[config.mk]
export PLATFORM = sky130hd
export DESIGN_NAME = cnu_min_accum_flat
export DESIGN_NICKNAME = d
export VERILOG_FILES = /design/src/rtl/cnu_pkg.sv /design/src/rtl/cnu_min_accum_if.sv /design/src/rtl/cnu_merge2.sv /design/src/rtl/cnu_min_accum.sv /design/src/flat_wrapper.sv
export SDC_FILE = /design/constraint.sdc
export NUM_CORES = 1
export LEC_CHECK = 0
export CORE_MARGIN = 2
export CORE_UTILIZATION = 45
export DETAILED_ROUTE_END_ITERATION = 10
export GPL_TIMING_DRIVEN = 0
export MAX_ROUTING_LAYER = met4
export PLACE_DENSITY = 0.76
export SLEW_MARGIN = 40
export SYNTH_ARGS = -nofsm -noshare
export SYNTH_HDL_FRONTEND = slang
export SYNTH_SLANG_ARGS = --single-unit
[constraint.sdc]
create_clock -name clk -period 2.85 [get_ports clk]
set_clock_uncertainty 0.2 [all_clocks]
set_input_delay 0.7125 -clock clk [delete_from_list [all_inputs] [get_ports clk]]
set_output_delay 0.7125 -clock clk [all_outputs]
set_load 0.005 [all_outputs]
[src/rtl/cnu_pkg.sv]
// rtl/cnu_pkg.sv - shared types and default widths for the check-node min accumulator
package cnu_pkg;

    localparam int CNU_DATA_W = 8;
    localparam int CNU_IDX_W  = 8;

    typedef enum logic {
        ACCUM = 1'b0,
        HOLD  = 1'b1
    } cnu_state_e;

endpackage

[src/rtl/cnu_min_accum_if.sv]
// rtl/cnu_min_accum_if.sv - beat input and row result handshake bundle
interface cnu_min_accum_if #(
    parameter int DATA_W = 8,
    parameter int IDX_W  = 8
);
    logic                  in_valid;
    logic                  in_ready;
    logic [2*DATA_W-1:0]   in_min;
    logic [2*IDX_W-1:0]    in_idx;
    logic                  in_sign;
    logic                  out_valid;
    logic                  out_ready;
    logic [2*DATA_W-1:0]   out_min;
    logic [2*IDX_W-1:0]    out_idx;
    logic                  out_sign;

    modport master (
        output in_valid, in_min, in_idx, in_sign, out_ready,
        input  in_ready, out_valid, out_min, out_idx, out_sign
    );

    modport slave (
        input  in_valid, in_min, in_idx, in_sign, out_ready,
        output in_ready, out_valid, out_min, out_idx, out_sign
    );
endinterface

[src/rtl/cnu_merge2.sv]
// rtl/cnu_merge2.sv - combinational merge of two {min2,min1,idx2,idx1} tuples, accumulator wins ties
module cnu_merge2 #(
    parameter int DATA_W = 8,
    parameter int IDX_W  = 8
) (
    input  logic [DATA_W-1:0] a_min1,
    input  logic [DATA_W-1:0] a_min2,
    input  logic [IDX_W-1:0]  a_idx1,
    input  logic [IDX_W-1:0]  a_idx2,
    input  logic [DATA_W-1:0] b_min1,
    input  logic [DATA_W-1:0] b_min2,
    input  logic [IDX_W-1:0]  b_idx1,
    input  logic [IDX_W-1:0]  b_idx2,
    output logic [DATA_W-1:0] m_min1,
    output logic [DATA_W-1:0] m_min2,
    output logic [IDX_W-1:0]  m_idx1,
    output logic [IDX_W-1:0]  m_idx2
);

    // Strict less-than everywhere so that equal values keep the accumulated entry.
    always_comb begin
        m_min1 = a_min1;
        m_idx1 = a_idx1;
        m_min2 = a_min2;
        m_idx2 = a_idx2;
        if (b_min1 < a_min1) begin
            m_min1 = b_min1;
            m_idx1 = b_idx1;
            if (b_min2 < a_min1) begin
                m_min2 = b_min2;
                m_idx2 = b_idx2;
            end else begin
                m_min2 = a_min1;
                m_idx2 = a_idx1;
            end
        end else if (b_min1 < a_min2) begin
            m_min2 = b_min1;
            m_idx2 = b_idx1;
        end
    end

endmodule

[src/rtl/cnu_min_accum.sv]
// rtl/cnu_min_accum.sv - row-wide two-minimum accumulator; CNU_OFFSET_EN enables offset-min output
module cnu_min_accum
    import cnu_pkg::*;
#(
    parameter int DATA_W = CNU_DATA_W,
    parameter int IDX_W  = CNU_IDX_W,
    parameter int BEATS  = 4,
    parameter int OFFSET = 1
) (
    input  logic            clk,
    input  logic            rst_n,
    cnu_min_accum_if.slave  bus
);

    localparam int CNT_W = $clog2(BEATS + 1);

    if (BEATS < 2 || BEATS > 255 || OFFSET < 0) begin : g_bad_param
        $error("cnu_min_accum: BEATS must be 2..255 and OFFSET non-negative");
    end

    cnu_state_e        state_q;
    cnu_state_e        state_d;
    logic [CNT_W-1:0]  cnt_q;

    logic [DATA_W-1:0] acc_min1_q;
    logic [DATA_W-1:0] acc_min2_q;
    logic [IDX_W-1:0]  acc_idx1_q;
    logic [IDX_W-1:0]  acc_idx2_q;
    logic              acc_sign_q;

    logic [DATA_W-1:0] res_min1_q;
    logic [DATA_W-1:0] res_min2_q;
    logic [IDX_W-1:0]  res_idx1_q;
    logic [IDX_W-1:0]  res_idx2_q;
    logic              res_sign_q;

    logic              in_ready;
    logic              out_valid;
    logic              in_fire;
    logic              out_fire;
    logic              last_beat;
    logic              first_beat;

    logic [DATA_W-1:0] b_min1;
    logic [DATA_W-1:0] b_min2;
    logic [IDX_W-1:0]  b_idx1;
    logic [IDX_W-1:0]  b_idx2;

    logic [DATA_W-1:0] m_min1;
    logic [DATA_W-1:0] m_min2;
    logic [IDX_W-1:0]  m_idx1;
    logic [IDX_W-1:0]  m_idx2;

    logic [DATA_W-1:0] nxt_min1;
    logic [DATA_W-1:0] nxt_min2;
    logic [IDX_W-1:0]  nxt_idx1;
    logic [IDX_W-1:0]  nxt_idx2;
    logic              nxt_sign;

    logic [DATA_W-1:0] adj_min1;
    logic [DATA_W-1:0] adj_min2;

    assign b_min1 = bus.in_min[DATA_W-1:0];
    assign b_min2 = bus.in_min[2*DATA_W-1:DATA_W];
    assign b_idx1 = bus.in_idx[IDX_W-1:0];
    assign b_idx2 = bus.in_idx[2*IDX_W-1:IDX_W];

    assign in_fire    = bus.in_valid & in_ready;
    assign out_fire   = out_valid & bus.out_ready;
    assign first_beat = (cnt_q == '0);
    assign last_beat  = in_fire && (cnt_q == CNT_W'(BEATS - 1));

    cnu_merge2 #(
        .DATA_W (DATA_W),
        .IDX_W  (IDX_W)
    ) u_merge (
        .a_min1 (acc_min1_q),
        .a_min2 (acc_min2_q),
        .a_idx1 (acc_idx1_q),
        .a_idx2 (acc_idx2_q),
        .b_min1 (b_min1),
        .b_min2 (b_min2),
        .b_idx1 (b_idx1),
        .b_idx2 (b_idx2),
        .m_min1 (m_min1),
        .m_min2 (m_min2),
        .m_idx1 (m_idx1),
        .m_idx2 (m_idx2)
    );

    // The first beat of a row bypasses the merge so stale accumulator contents never leak in.
    always_comb begin
        nxt_min1 = first_beat ? b_min1 : m_min1;
        nxt_min2 = first_beat ? b_min2 : m_min2;
        nxt_idx1 = first_beat ? b_idx1 : m_idx1;
        nxt_idx2 = first_beat ? b_idx2 : m_idx2;
        nxt_sign = first_beat ? bus.in_sign : (acc_sign_q ^ bus.in_sign);
    end

`ifdef CNU_OFFSET_EN
    localparam logic [DATA_W-1:0] OFF_V = DATA_W'(OFFSET);

    // Offset-min correction, saturating at zero.
    always_comb begin
        adj_min1 = (nxt_min1 > OFF_V) ? (nxt_min1 - OFF_V) : '0;
        adj_min2 = (nxt_min2 > OFF_V) ? (nxt_min2 - OFF_V) : '0;
    end
`else
    // Raw minima pass straight through.
    always_comb begin
        adj_min1 = nxt_min1;
        adj_min2 = nxt_min2;
    end
`endif

    // State register.
    always_ff @(posedge clk or negedge rst_n) begin
        if (!rst_n) begin
            state_q <= ACCUM;
        end else begin
            state_q <= state_d;
        end
    end

    // Next state: the last beat of a row enters HOLD, the output handshake returns to ACCUM.
    always_comb begin
        state_d = state_q;
        case (state_q)
            ACCUM:   if (last_beat) state_d = HOLD;
            HOLD:    if (out_fire)  state_d = ACCUM;
            default: state_d = ACCUM;
        endcase
    end

    // Handshake outputs decoded from state.
    always_comb begin
        in_ready  = 1'b0;
        out_valid = 1'b0;
        case (state_q)
            ACCUM:   in_ready  = 1'b1;
            HOLD:    out_valid = 1'b1;
            default: in_ready  = 1'b1;
        endcase
    end

    // Beat counter: counts accepted beats, cleared when the row result is taken.
    always_ff @(posedge clk or negedge rst_n) begin
        if (!rst_n) begin
            cnt_q <= '0;
        end else if (out_fire) begin
            cnt_q <= '0;
        end else if (in_fire) begin
            cnt_q <= cnt_q + CNT_W'(1);
        end
    end

    // Accumulator update on every accepted beat.
    always_ff @(posedge clk or negedge rst_n) begin
        if (!rst_n) begin
            acc_min1_q <= '0;
            acc_min2_q <= '0;
            acc_idx1_q <= '0;
            acc_idx2_q <= '0;
            acc_sign_q <= 1'b0;
        end else if (in_fire) begin
            acc_min1_q <= nxt_min1;
            acc_min2_q <= nxt_min2;
            acc_idx1_q <= nxt_idx1;
            acc_idx2_q <= nxt_idx2;
            acc_sign_q <= nxt_sign;
        end
    end

    // Result register: captured with the last beat, zeroed once handed downstream.
    always_ff @(posedge clk or negedge rst_n) begin
        if (!rst_n) begin
            res_min1_q <= '0;
            res_min2_q <= '0;
            res_idx1_q <= '0;
            res_idx2_q <= '0;
            res_sign_q <= 1'b0;
        end else if (last_beat) begin
            res_min1_q <= adj_min1;
            res_min2_q <= adj_min2;
            res_idx1_q <= nxt_idx1;
            res_idx2_q <= nxt_idx2;
            res_sign_q <= nxt_sign;
        end else if (out_fire) begin
            res_min1_q <= '0;
            res_min2_q <= '0;
            res_idx1_q <= '0;
            res_idx2_q <= '0;
            res_sign_q <= 1'b0;
        end
    end

    assign bus.in_ready  = in_ready;
    assign bus.out_valid = out_valid;
    assign bus.out_min   = {res_min2_q, res_min1_q};
    assign bus.out_idx   = {res_idx2_q, res_idx1_q};
    assign bus.out_sign  = res_sign_q;

endmodule

[src/flat_wrapper.sv]
// flat-port wrapper written by rule: the top's interface ports become plain ports
module cnu_min_accum_flat import cnu_pkg::*;
#(
    parameter int DATA_W = CNU_DATA_W,
    parameter int IDX_W  = CNU_IDX_W,
    parameter int BEATS  = 4,
    parameter int OFFSET = 1
)
  (clk, rst_n, bus_in_valid, bus_in_min, bus_in_idx, bus_in_sign, bus_out_ready, bus_in_ready, bus_out_valid, bus_out_min, bus_out_idx, bus_out_sign);
  cnu_min_accum_if #(.DATA_W(DATA_W), .IDX_W(IDX_W)) bus_i ();
  input  logic clk;
  input  logic rst_n;
  input wire logic [$bits(bus_i.in_valid)-1:0] bus_in_valid;
  input wire logic [$bits(bus_i.in_min)-1:0] bus_in_min;
  input wire logic [$bits(bus_i.in_idx)-1:0] bus_in_idx;
  input wire logic [$bits(bus_i.in_sign)-1:0] bus_in_sign;
  input wire logic [$bits(bus_i.out_ready)-1:0] bus_out_ready;
  output wire logic [$bits(bus_i.in_ready)-1:0] bus_in_ready;
  output wire logic [$bits(bus_i.out_valid)-1:0] bus_out_valid;
  output wire logic [$bits(bus_i.out_min)-1:0] bus_out_min;
  output wire logic [$bits(bus_i.out_idx)-1:0] bus_out_idx;
  output wire logic [$bits(bus_i.out_sign)-1:0] bus_out_sign;
  assign bus_i.in_valid = bus_in_valid;
  assign bus_i.in_min = bus_in_min;
  assign bus_i.in_idx = bus_in_idx;
  assign bus_i.in_sign = bus_in_sign;
  assign bus_i.out_ready = bus_out_ready;
  assign bus_in_ready = bus_i.in_ready;
  assign bus_out_valid = bus_i.out_valid;
  assign bus_out_min = bus_i.out_min;
  assign bus_out_idx = bus_i.out_idx;
  assign bus_out_sign = bus_i.out_sign;
  cnu_min_accum #(.DATA_W(DATA_W), .IDX_W(IDX_W), .BEATS(BEATS), .OFFSET(OFFSET)) u_core (.clk(clk), .rst_n(rst_n), .bus(bus_i));
endmodule
# Yosys cells after proc, flatten, opt, wreduce, memory -nomap -nowiden
# Index checks and enable logic that the tools add are counted.
# totals
register_bits	70
output_inout_bits	35
elab_cells	52
# classes
add_sub_neg	1
magnitude_cmp	3
n_eq_ne	1
muxes	27
bitwise_logic	4
reduce_logical	4
# op_table
op	count
two-way mux 8 bit	17
less-than comparator 8 bit	3
two-way mux 1 bit	7
two-way mux 3 bit	2
nonzero test 2 bit	2
adder 3 x 1 -> 3 bit, second input constant	1
== test 3 x 2 -> 1 bit, second input constant	1
logical NOT 3 bit	1
bitwise AND 1 bit	2
one-hot mux 1 bit (2 select lines)	1
logical AND 1 bit	1
inverter 1 bit	1
bitwise XOR 1 bit	1

# Depth between registers and ports, before layout
# Gate-level depths: netlist of run 1.
# depth
depth_word	5
depth_mapped	11

# Cells and area by module
# From an unflattened synthesis of run 1, not the netlist that was laid out.
# unflattened
cells_unflattened	387
hier_area_um2	4224.1
# modules_own_cells
module	instances	cells_each	area_each_um2	seq_area_each_um2
cnu_min_accum	1	251	3011.6	1751.7
cnu_merge2	1	136	1212.4	0.0

# Worst setup path before layout of run 1
# No wires, ideal clock.
# synth_path
path_kind	input to register
startpoint	in bus_in_min[2]
endpoint	reg u_core.acc_min2_q[1]
setup_ps	138
t_arrival_ps	2394
required_time_ps	2512
setup_slack_ps	118
stages	8
path_buffers	1
cell_sequence	ha_1 -> a211oi_1 -> o21ai_0 -> a41oi_2 -> buf_6 -> mux2i_1 -> o22a_1 -> a22oi_1
# synth_between
elab_chain_len	4
elab_cells_between_ends	5
cone_classes	order compare: 2; mux: 3
# synth_rtl
element	line_no	text
start: declaration	flat_wrapper.sv:14	input wire logic [$bits(bus_i.in_min)-1:0] bus_in_min;
less-than comparator 8 bit	cnu_merge2.sv:36	end else if (b_min1 < a_min2) begin
two-way mux 8 bit	cnu_merge2.sv:36	
two-way mux 8 bit (*)	cnu_merge2.sv:26	if (b_min1 < a_min1) begin
two-way mux 8 bit (*)	cnu_min_accum.sv:94	nxt_min2 = first_beat ? b_min2 : m_min2;
end signal: assignment	cnu_min_accum.sv:167	acc_min2_q <= nxt_min2;
end: declaration	cnu_min_accum.sv:26	logic [DATA_W-1:0] acc_min2_q;
# Every way passes the cells marked *; elsewhere a longest branch is shown, timed or not.
# A chain may end at the register's enable or synchronous reset.

# Worst setup path after layout of run 1
# layout_path
startpoint	in bus_in_min[2]
endpoint	reg u_core.acc_idx1_q[6]
# layout_between
elab_chain_len	3
# layout_rtl
element	line_no	text
less-than comparator 8 bit	cnu_merge2.sv:26	
two-way mux 8 bit	cnu_merge2.sv:26	
two-way mux 8 bit	cnu_min_accum.sv:95	nxt_idx1 = first_beat ? b_idx1 : m_idx1;
end signal: assignment	cnu_min_accum.sv:168	acc_idx1_q <= nxt_idx1;
end: declaration	cnu_min_accum.sv:27	logic [IDX_W-1:0] acc_idx1_q;
# No other way between the ends.

==> results of run 1 <==
## routing by layer
metal	wire length, um	up-vias	track usage, %
li1	-	1594	-
met1	5222	1751	34.75
met2	5748	176	37.26
met3	928	19	3.191
met4	195	0	7.798
met5	0	-	-
## registers in the layout, summed over array words and instances, names as in the netlist
name,cells
u_core.acc_min1_q,8
u_core.acc_idx1_q,8
u_core.bus.out_sign,1
u_core.res_idx2_q,8
u_core.acc_sign_q,1
u_core.res_min1_q,8
u_core.acc_idx2_q,8
u_core.cnt_q,3
u_core.res_idx1_q,8
u_core.state_q,1
u_core.acc_min2_q,8
u_core.res_min2_q,8
## worst register-to-register path, cell delays in order, from the launching register on
cell       delay (ns)
dfrtp_1          0.39
inv_1            0.12
ha_4             0.29
nand4_1          0.13
o31a_1           0.33
buf_6            0.15
or2_4            0.23
buf_8            0.14
nand2_8          0.12
clkbuf_16        0.17
mux2_4           0.30
## cell usage in the layout, fill, tap and decap left out, drive strengths merged, types with 4 or more instances in the layout
master / synthesis / layout
dlymetal6s2s: 0 / 6
nor3: 7 / 7
dlygate4sd2: 0 / 4
nor2b: 4 / 4
nand2: 34 / 34
mux2i: 42 / 42
buf: 9 / 20
mux2: 16 / 16
a21oi: 36 / 36
nor2: 14 / 14
inv: 18 / 19
dfrtp: 70 / 70
o22a: 16 / 16
clkbuf: 14 / 28
a22oi: 23 / 23
ha: 24 / 24
o21ai: 39 / 39
clkdlybuf4s50: 0 / 56
## worst paths after layout
| kind | start | to | slack (ns) | cells after the start |
|---|---|---|---|---|
| setup / recovery | bus_in_min[2] | u_core.acc_idx1_q[6]$_DFFE_PN0P_ | 0.03 | 11 |
| hold / removal | rst_n | u_core.res_idx1_q[5]$_DFFE_PN0P_ | 0.02 | 1 |
| setup reg to reg | u_core.acc_min1_q[7]$_DFFE_PN0P_ | u_core.acc_idx1_q[6]$_DFFE_PN0P_ | 0.17 | 10 |
| hold reg to reg | u_core.res_min1_q[4]$_DFFE_PN0P_ | u_core.res_min1_q[4]$_DFFE_PN0P_ | 0.29 | 2 |
| max in group asynchronous | rst_n | u_core.cnt_q[2]$_DFFE_PN0P_ | 1.92 | 2 |
| min in group clk | u_core.res_min1_q[4]$_DFFE_PN0P_ | u_core.res_min1_q[4]$_DFFE_PN0P_ | 0.29 | 2 |
## cells by family after synthesis
logic type / count (synthesis) / synth area share [%]
AOI/OAI and AO/OA: 127 / 20.16
DFF: 70 / 43.49
and+or+nand+nor: 64 / 7.176
muxes: 58 / 15.84
buffers and inverters: 41 / 5.654
adders and majority gates: 24 / 7.456
xor gates and xnor gates: 1 / 0.2175
## final cells by class
type                    instances  area, sq um
clock buffers                   9        123.9
multi-input cells             274         2147
plain buffers                  23        190.2
well taps                     108        135.1
inverters                      18        67.56
repair buffers                 83        907.1
fillers                       716         3312
flip-flops and latches         70         1752
clock inverters                 6        86.33
## power groups by stage
stage | registers [mW] | clock network, mW | logic, mW
2_1_floorplan | 1.77 | 0 | 2.35
3_5_place_dp | 1.82 | 0 | 3.58
6_report | 1.82 | 0.894 | 4.21
5_1_grt | 1.87 | 0.930 | 4.53
4_1_cts | 1.81 | 0.893 | 3.74
3_3_place_gp | 1.80 | 0 | 3.48
## repair_timing
item | 4_1_cts | 5_1_grt
pin swaps | 3 | 5
gates cloned | 0 | 3
setup endpoints to repair | 64 | 47
gates resized for setup | 18 | 32
buffers inserted | 5 | 3
## through the flow
step | utilization, % | hold slack [ns] | setup TNS (ns) | setup WS, ns | area [sq um]
2_1_floorplan | - | 0.2169 | 0 | 0.1182 | 4028
3_3_place_gp | 55.88 | 0.2615 | -151.75 | -1.594 | 4873
3_5_place_dp | 56.21 | 0.2729 | -42.88 | -0.9000 | 4902
4_1_cts | 59.51 | 0.02861 | -0.04761 | -0.01440 | 5190
5_1_grt | 62.02 | 0.04127 | -0.02499 | -0.009650 | 5409
6_report | 62.02 | 0.01944 | 0 | 0.03091 | 5409
==> impl_metrics.json, run 1 <==
{
  "status": "finished, final reports clean",
  "power.density_nw_per_um2": 1279,
  "drive_gt1_share_pct": 15.53,
  "clkPwrFrac_pct": 12.9,
  "swShare_pct": 39.74,
  "p_sw_mw": 2.749,
  "start_kind": "input pin",
  "nets": 540,
  "core-area_sq_um": 8721,
  "synth.top_cells.by_count": "70 x dfrtp_1, 42 x mux2i_1, 36 x a21oi_1, 33 x nand2_1, 30 x o21ai_0",
  "path_delay_family": "buffers and inverters",
  "cp_num_buf_inv": 4,
  "layout.cells.non_filler": 591,
  "finalHoldViolations": 0,
  "ys_ff_latch": 70,
  "ctsHoldBuffers": 0,
  "slowest_delay_ns": 0.31,
  "fin_crit_sh_pct": 98.92,
  "drtIter0Drc": 208,
  "async_flop_share_pct": 100.0,
  "avgSynthCellArea_sq_um": 10.46,
  "path_clk_slew_ns": 0.08,
  "synthFlopType": "dfrtp_1",
  "portBuffers": 71,
  "leakagePower_nw": 2.539,
  "worst_pin_slew_ns": 0.7234,
  "syn_to_final_growth_pct": 34.30,
  "crit_slowest_cell": "ha_1",
  "antenna_found_initial": 0,
  "cts_max_level": 3,
  "yosysSeqAreaShare_pct": 43.49,
  "synthTopCellsByArea": "dfrtp_1 43%, mux2i_1 10%, ha_1 7.5%",
  "slew_headroom_pct": 51.77,
  "slew_viol_final": 0,
  "dieArea_sq_um": 9723,
  "maxCapViolCount": 0,
  "period_minus_slack_ns": 2.819,
  "die_x_um": 98.61,
  "clk_latency_ns": 0.34,
  "synth_area_sq_um": 4028,
  "n_antenna_cell": 0,
  "fp.dieH_um": 98.61,
  "grt_pass1_wl_mm": 18.16,
  "start_util_pct": 46.18,
  "finalPower_mw": 6.916,
  "grt_usage_pct": 24.65,
  "critical_path.cell_chain": "dlygate4sd2_1, ha_1, o21a_1, nor2_1, o31a_1, buf_6, or2_4, buf_8, nand2_8, clkbuf_16, mux2_4",
  "syn_inst": 385,
  "endpoint_kind": "flop",
  "clock_sinks": 70,
  "max_freq_ghz": 0.3547,
  "clk_path_buf_depth": 2,
  "yosys.area.top_type": "dfrtp_1",
  "crit_fanout": 9,
  "comb_power_share_pct": 60.8,
  "finalSetupViolations": 0,
  "io_pins": 72,
  "overflow": 0,
  "synth_warnings": 0,
  "cts_tree": "yes",
  "routed_wl_mm": 12.09,
  "cts-buffers-inserted": 9,
  "power.internal_mw": 4.168,
  "worstPathArrival_ns": 2.86,
  "synth_top_area_share_pct": 43.49,
  "num_vias": 3540,
  "drc": 0,
  "synth-edff-count": 0,
  "syn_nets": 446,
  "vias_per_cell": 5.990,
  "hold_class": "input pin to async pin",
  "wire_per_inst_um": 20.46,
  "dp_hpwl_mm": 7.896,
  "antenna_left": 0,
  "yosysMostFrequentCell": "dfrtp_1",
  "row_count": 34,
  "drtPass1Iterations": 5,
  "crit_type": "input pin to flop",
  "dp_cells": 565,
  "routabilityCongestion": 0.8769,
  "root_buffer": "clkbuf_8",
  "cp.required_ns": 2.89,
  "grt_max_degree": 45,
  "yosysUniqueCellTypes": 37,
  "first_global_vias": 3456,
  "p_seq_share_pct": 26.3,
  "irDropWorstVdd_mv": 0.6973
}
Power figures use the tool's default switching activity.
==> inputs of run 2 (changes only) <==
--- a/config.mk
+++ b/config.mk
@@ -7,11 +7,13 @@
 export LEC_CHECK = 0
 export CORE_MARGIN = 2
 export CORE_UTILIZATION = 45
+export CTS_CLUSTER_DIAMETER = 200
 export DETAILED_ROUTE_END_ITERATION = 10
 export GPL_TIMING_DRIVEN = 0
 export MAX_ROUTING_LAYER = met4
-export PLACE_DENSITY = 0.76
+export PLACE_DENSITY = 0.72
 export SLEW_MARGIN = 40
 export SYNTH_ARGS = -nofsm -noshare
 export SYNTH_HDL_FRONTEND = slang
+export SYNTH_HIERARCHICAL = 1
 export SYNTH_SLANG_ARGS = --single-unit
==> run 2 against run 1 <==
- synthesized cell count grew 0.52%
- utilization down 1.1 points
- hold slack improved by 0.27 ns
- global-route usage shrank 0.71 points
- combinational power decreased by 12%
- area after synthesis rose by 4.9%
- routed wire length shrank 5.9%
- cell count increased by 1.4%
- flip-flop and latch count unchanged
- critical endpoint is now u_core/acc_idx2_q[5]$_DFFE_PN0P_
- largest cell class unchanged
- highest routed layer unchanged
==> impl_metrics.json, run 2 <==
{
  "whs_path_depth": 2,
  "finalSetupViolations": 0,
  "syn_inst": 387,
  "synth.top_cells.by_count": "82 x mux2i_1, 70 x dfrtp_1, 42 x o21ai_0, 38 x nand2_1, 32 x o2bb2ai_1",
  "synth_area_sq_um": 4224,
  "crit_fanout": 5,
  "grt_max_degree": 56,
  "finalHoldViolations": 0,
  "ff2ff_path_depth": 10,
  "swShare_pct": 38.08,
  "core-area_sq_um": 9153,
  "synthTopCellsByArea": "dfrtp_1 41%, mux2i_1 19%, ha_1 7.1%",
  "worstPathArrival_ns": 2.80,
  "crit_slowest_cell": "clkdlybuf4s50_1",
  "start_kind": "input pin",
  "avgSynthCellArea_sq_um": 10.91,
  "fp.dieH_um": 100.9,
  "multiInputGateArea_sq_um": 2292,
  "wire_per_inst_um": 18.99,
  "clkPwrFrac_pct": 14.5,
  "maxCapViolCount": 0,
  "yosysMostFrequentCell": "mux2i_1",
  "first_global_vias": 3540,
  "routed_wl_mm": 11.38,
  "synth_top_area_share_pct": 41.47,
  "cts_max_level": 3,
  "finalSetupTns_ns": 0,
  "fin_crit_sh_pct": 97.49,
  "worst_pin_slew_ns": 0.6531,
  "hold_class": "flop to flop",
  "dieArea_sq_um": 10180,
  "p_seq_share_pct": 27.7,
  "hold_end": "u_core/acc_idx2_q[6]$_DFFE_PN0P_",
  "final_cell_mix": "76 x mux2i_1, 70 x dfrtp_1, 56 x clkdlybuf4s50_1, 38 x nand2_1, 33 x o21ai_0",
  "fillers": 755,
  "root_buffer": "clkbuf_8",
  "post-route-util_pct": 60.96,
  "grt_usage_pct": 23.94,
  "clk_path_buf_depth": 2,
  "clk_latency_ns": 0.35,
  "slew_viol_final": 0,
  "syn_nets": 448,
  "power.internal_mw": 3.990,
  "layout_commonest_cell": "mux2i_1",
  "synth-edff-count": 0,
  "critical_path.cell_chain": "clkdlybuf4s50_1, ha_1, a21oi_1, o21ai_1, a21oi_4, buf_4, buf_12, mux2i_1, mux2i_1, mux2i_1, o21ai_0",
  "seqCellArea_sq_um": 1752,
  "drtPass1Iterations": 5,
  "endpoint_kind": "flop",
  "drive_gt1_share_pct": 18.03,
  "vias_per_cell": 5.686,
  "setup.worst_path.start": "bus_in_min[12]",
  "antenna_found_initial": 0,
  "portBuffers": 70,
  "async_flop_share_pct": 100.0,
  "clock_sinks": 70,
  "power.density_nw_per_um2": 1155,
  "reg2reg_slack_ns": 0.14,
  "dp_hpwl_mm": 7.712,
  "crit_path_frequent_cell": "mux2i_1",
  "slew_headroom_pct": 56.46,
  "reg2reg_from": "u_core/acc_min2_q[1]$_DFFE_PN0P_",
  "nets": 544,
  "cts-buffers-inserted": 9,
  "status": "finished, final reports clean",
  "rr_endpoint": "u_core/res_idx2_q[1]$_DFFE_PN0P_",
  "die_x_um": 100.9,
  "synth_warnings": 6,
  "overflow": 0,
  "irDropWorstVdd_mv": 0.5461,
  "drtIter0Drc": 135,
  "yosysSeqAreaShare_pct": 41.47,
  "start_util_pct": 46.15,
  "cp.required_ns": 2.87,
  "yosysUniqueCellTypes": 31,
  "ys_ff_latch": 70,
  "antenna_left": 0,
  "period_minus_slack_ns": 2.778,
  "routabilityCongestion": 0.9514,
  "slowest_delay_ns": 0.47,
  "fin_area_sq_um": 5579,
  "io_pins": 72,
  "path_clk_slew_ns": 0.08,
  "n_antenna_cell": 0,
  "synthFlopType": "dfrtp_1",
  "crit_type": "input pin to flop",
  "leakagePower_nw": 2.546,
  "drc": 0,
  "grt_pass1_wl_mm": 18.31,
  "comb_power_share_pct": 57.8,
  "num_vias": 3406,
  "row_count": 35,
  "yosys.area.top_type": "dfrtp_1",
  "max_freq_ghz": 0.3599,
  "syn_to_final_growth_pct": 32.08,
  "cts_tree": "yes",
  "hold_start": "u_core/acc_idx2_q[6]$_DFFE_PN0P_",
  "p_sw_mw": 2.454,
  "placed_area_sq_um": 5095
}
## run 2: changes by cell type after synthesis, moves of 9 or more
cell,delta
o21ai_0,+12
o2bb2ai_1,+32
o21ai_1,-9
a21oi_1,-30
a22oi_1,-23
nor2_1,-9
mux2_4,-10
mux2i_1,+40
o22a_1,-16
## run 2: worst max path at each step
stage	to	slack, ns	depth (start not counted)
floorplan	u_core/acc_min1_q[1]$_DFFE_PN0P_	0.003	10
finish	u_core/acc_idx2_q[5]$_DFFE_PN0P_	0.07	11
CTS	u_core/acc_min2_q[1]$_DFFE_PN0P_	0.007	10
detailed placement	u_core/res_idx2_q[6]$_DFFE_PN0P_	-1.06	10
global placement	u_core/cnt_q[2]$_DFFE_PN0P_	-1.63	1
global route	u_core/acc_min2_q[0]$_DFFE_PN0P_	-0.03	12
## run 2: per-layer routing
metal	wire length (um)	up-vias	global-route usage, %
met5	0	-	-
met4	186	0	6.112
met3	690	17	3.814
met2	5529	132	37.85
met1	4971	1659	32.26
li1	-	1598	-
## run 2: kinds of logic (layout without fill, tap and decap cells)
kind of cell / count (synthesis) / after routing / share of synthesized area (%)
and+or+nand+nor: 58 / 58 / 6.546
AOI/OAI and AO/OA: 92 / 92 / 15.23
DFF: 70 / 70 / 41.47
buffers and inverters: 45 / 146 / 5.954
muxes: 98 / 98 / 23.70
adders and majority gates: 24 / 24 / 7.109
## run 2: power by group through the flow
stage / logic (mW) / registers, mW / clock network [mW]
5_1_grt: 4.04 / 1.85 / 0.986
3_3_place_gp: 3.08 / 1.78 / 0
2_1_floorplan: 2.11 / 1.74 / 0
6_report: 3.72 / 1.78 / 0.937
3_5_place_dp: 3.17 / 1.79 / 0
4_1_cts: 3.56 / 1.78 / 0.950
## run 2: final cells by class
class / instances / area share, %
plain buffers: 24 / 3.633
clock buffers: 9 / 2.220
clock inverters: 7 / 1.884
inverters: 20 / 1.346
multi-input cells: 272 / 41.09
flip-flops and latches: 70 / 31.40
well taps: 111 / 2.489
repair buffers: 86 / 15.95
## run 2: what timing repair did
action	4_1_cts	5_1_grt
endpoints found under the hold margin	15	0
gates resized for setup	32	31
pin swaps	4	7
endpoints found under the setup margin	64	61
hold buffers	1	0
gates cloned	3	0
buffers inserted	9	2
## run 2: worst max-delay path, delay by kind of cell
| family | cells | cell delay [ns] |
|---|---|---|
| mux | 3 | 0.53 |
| buf+inv | 3 | 0.73 |
| fa+ha+maj | 1 | 0.21 |
| compound gates | 4 | 0.60 |
## run 2: through the flow
stage	instances	total power [mW]	hold WS [ns]	worst slack [ns]
final	599	6.444	0.2905	0.07161
after global routing	599	6.881	0.3129	-0.03269
after CTS	597	6.291	0.2940	0.007188
after detailed placement	569	4.968	0.2699	-1.057
after global placement	568	4.862	0.2617	-1.633
after floorplan	387	3.852	0.2169	0.002843
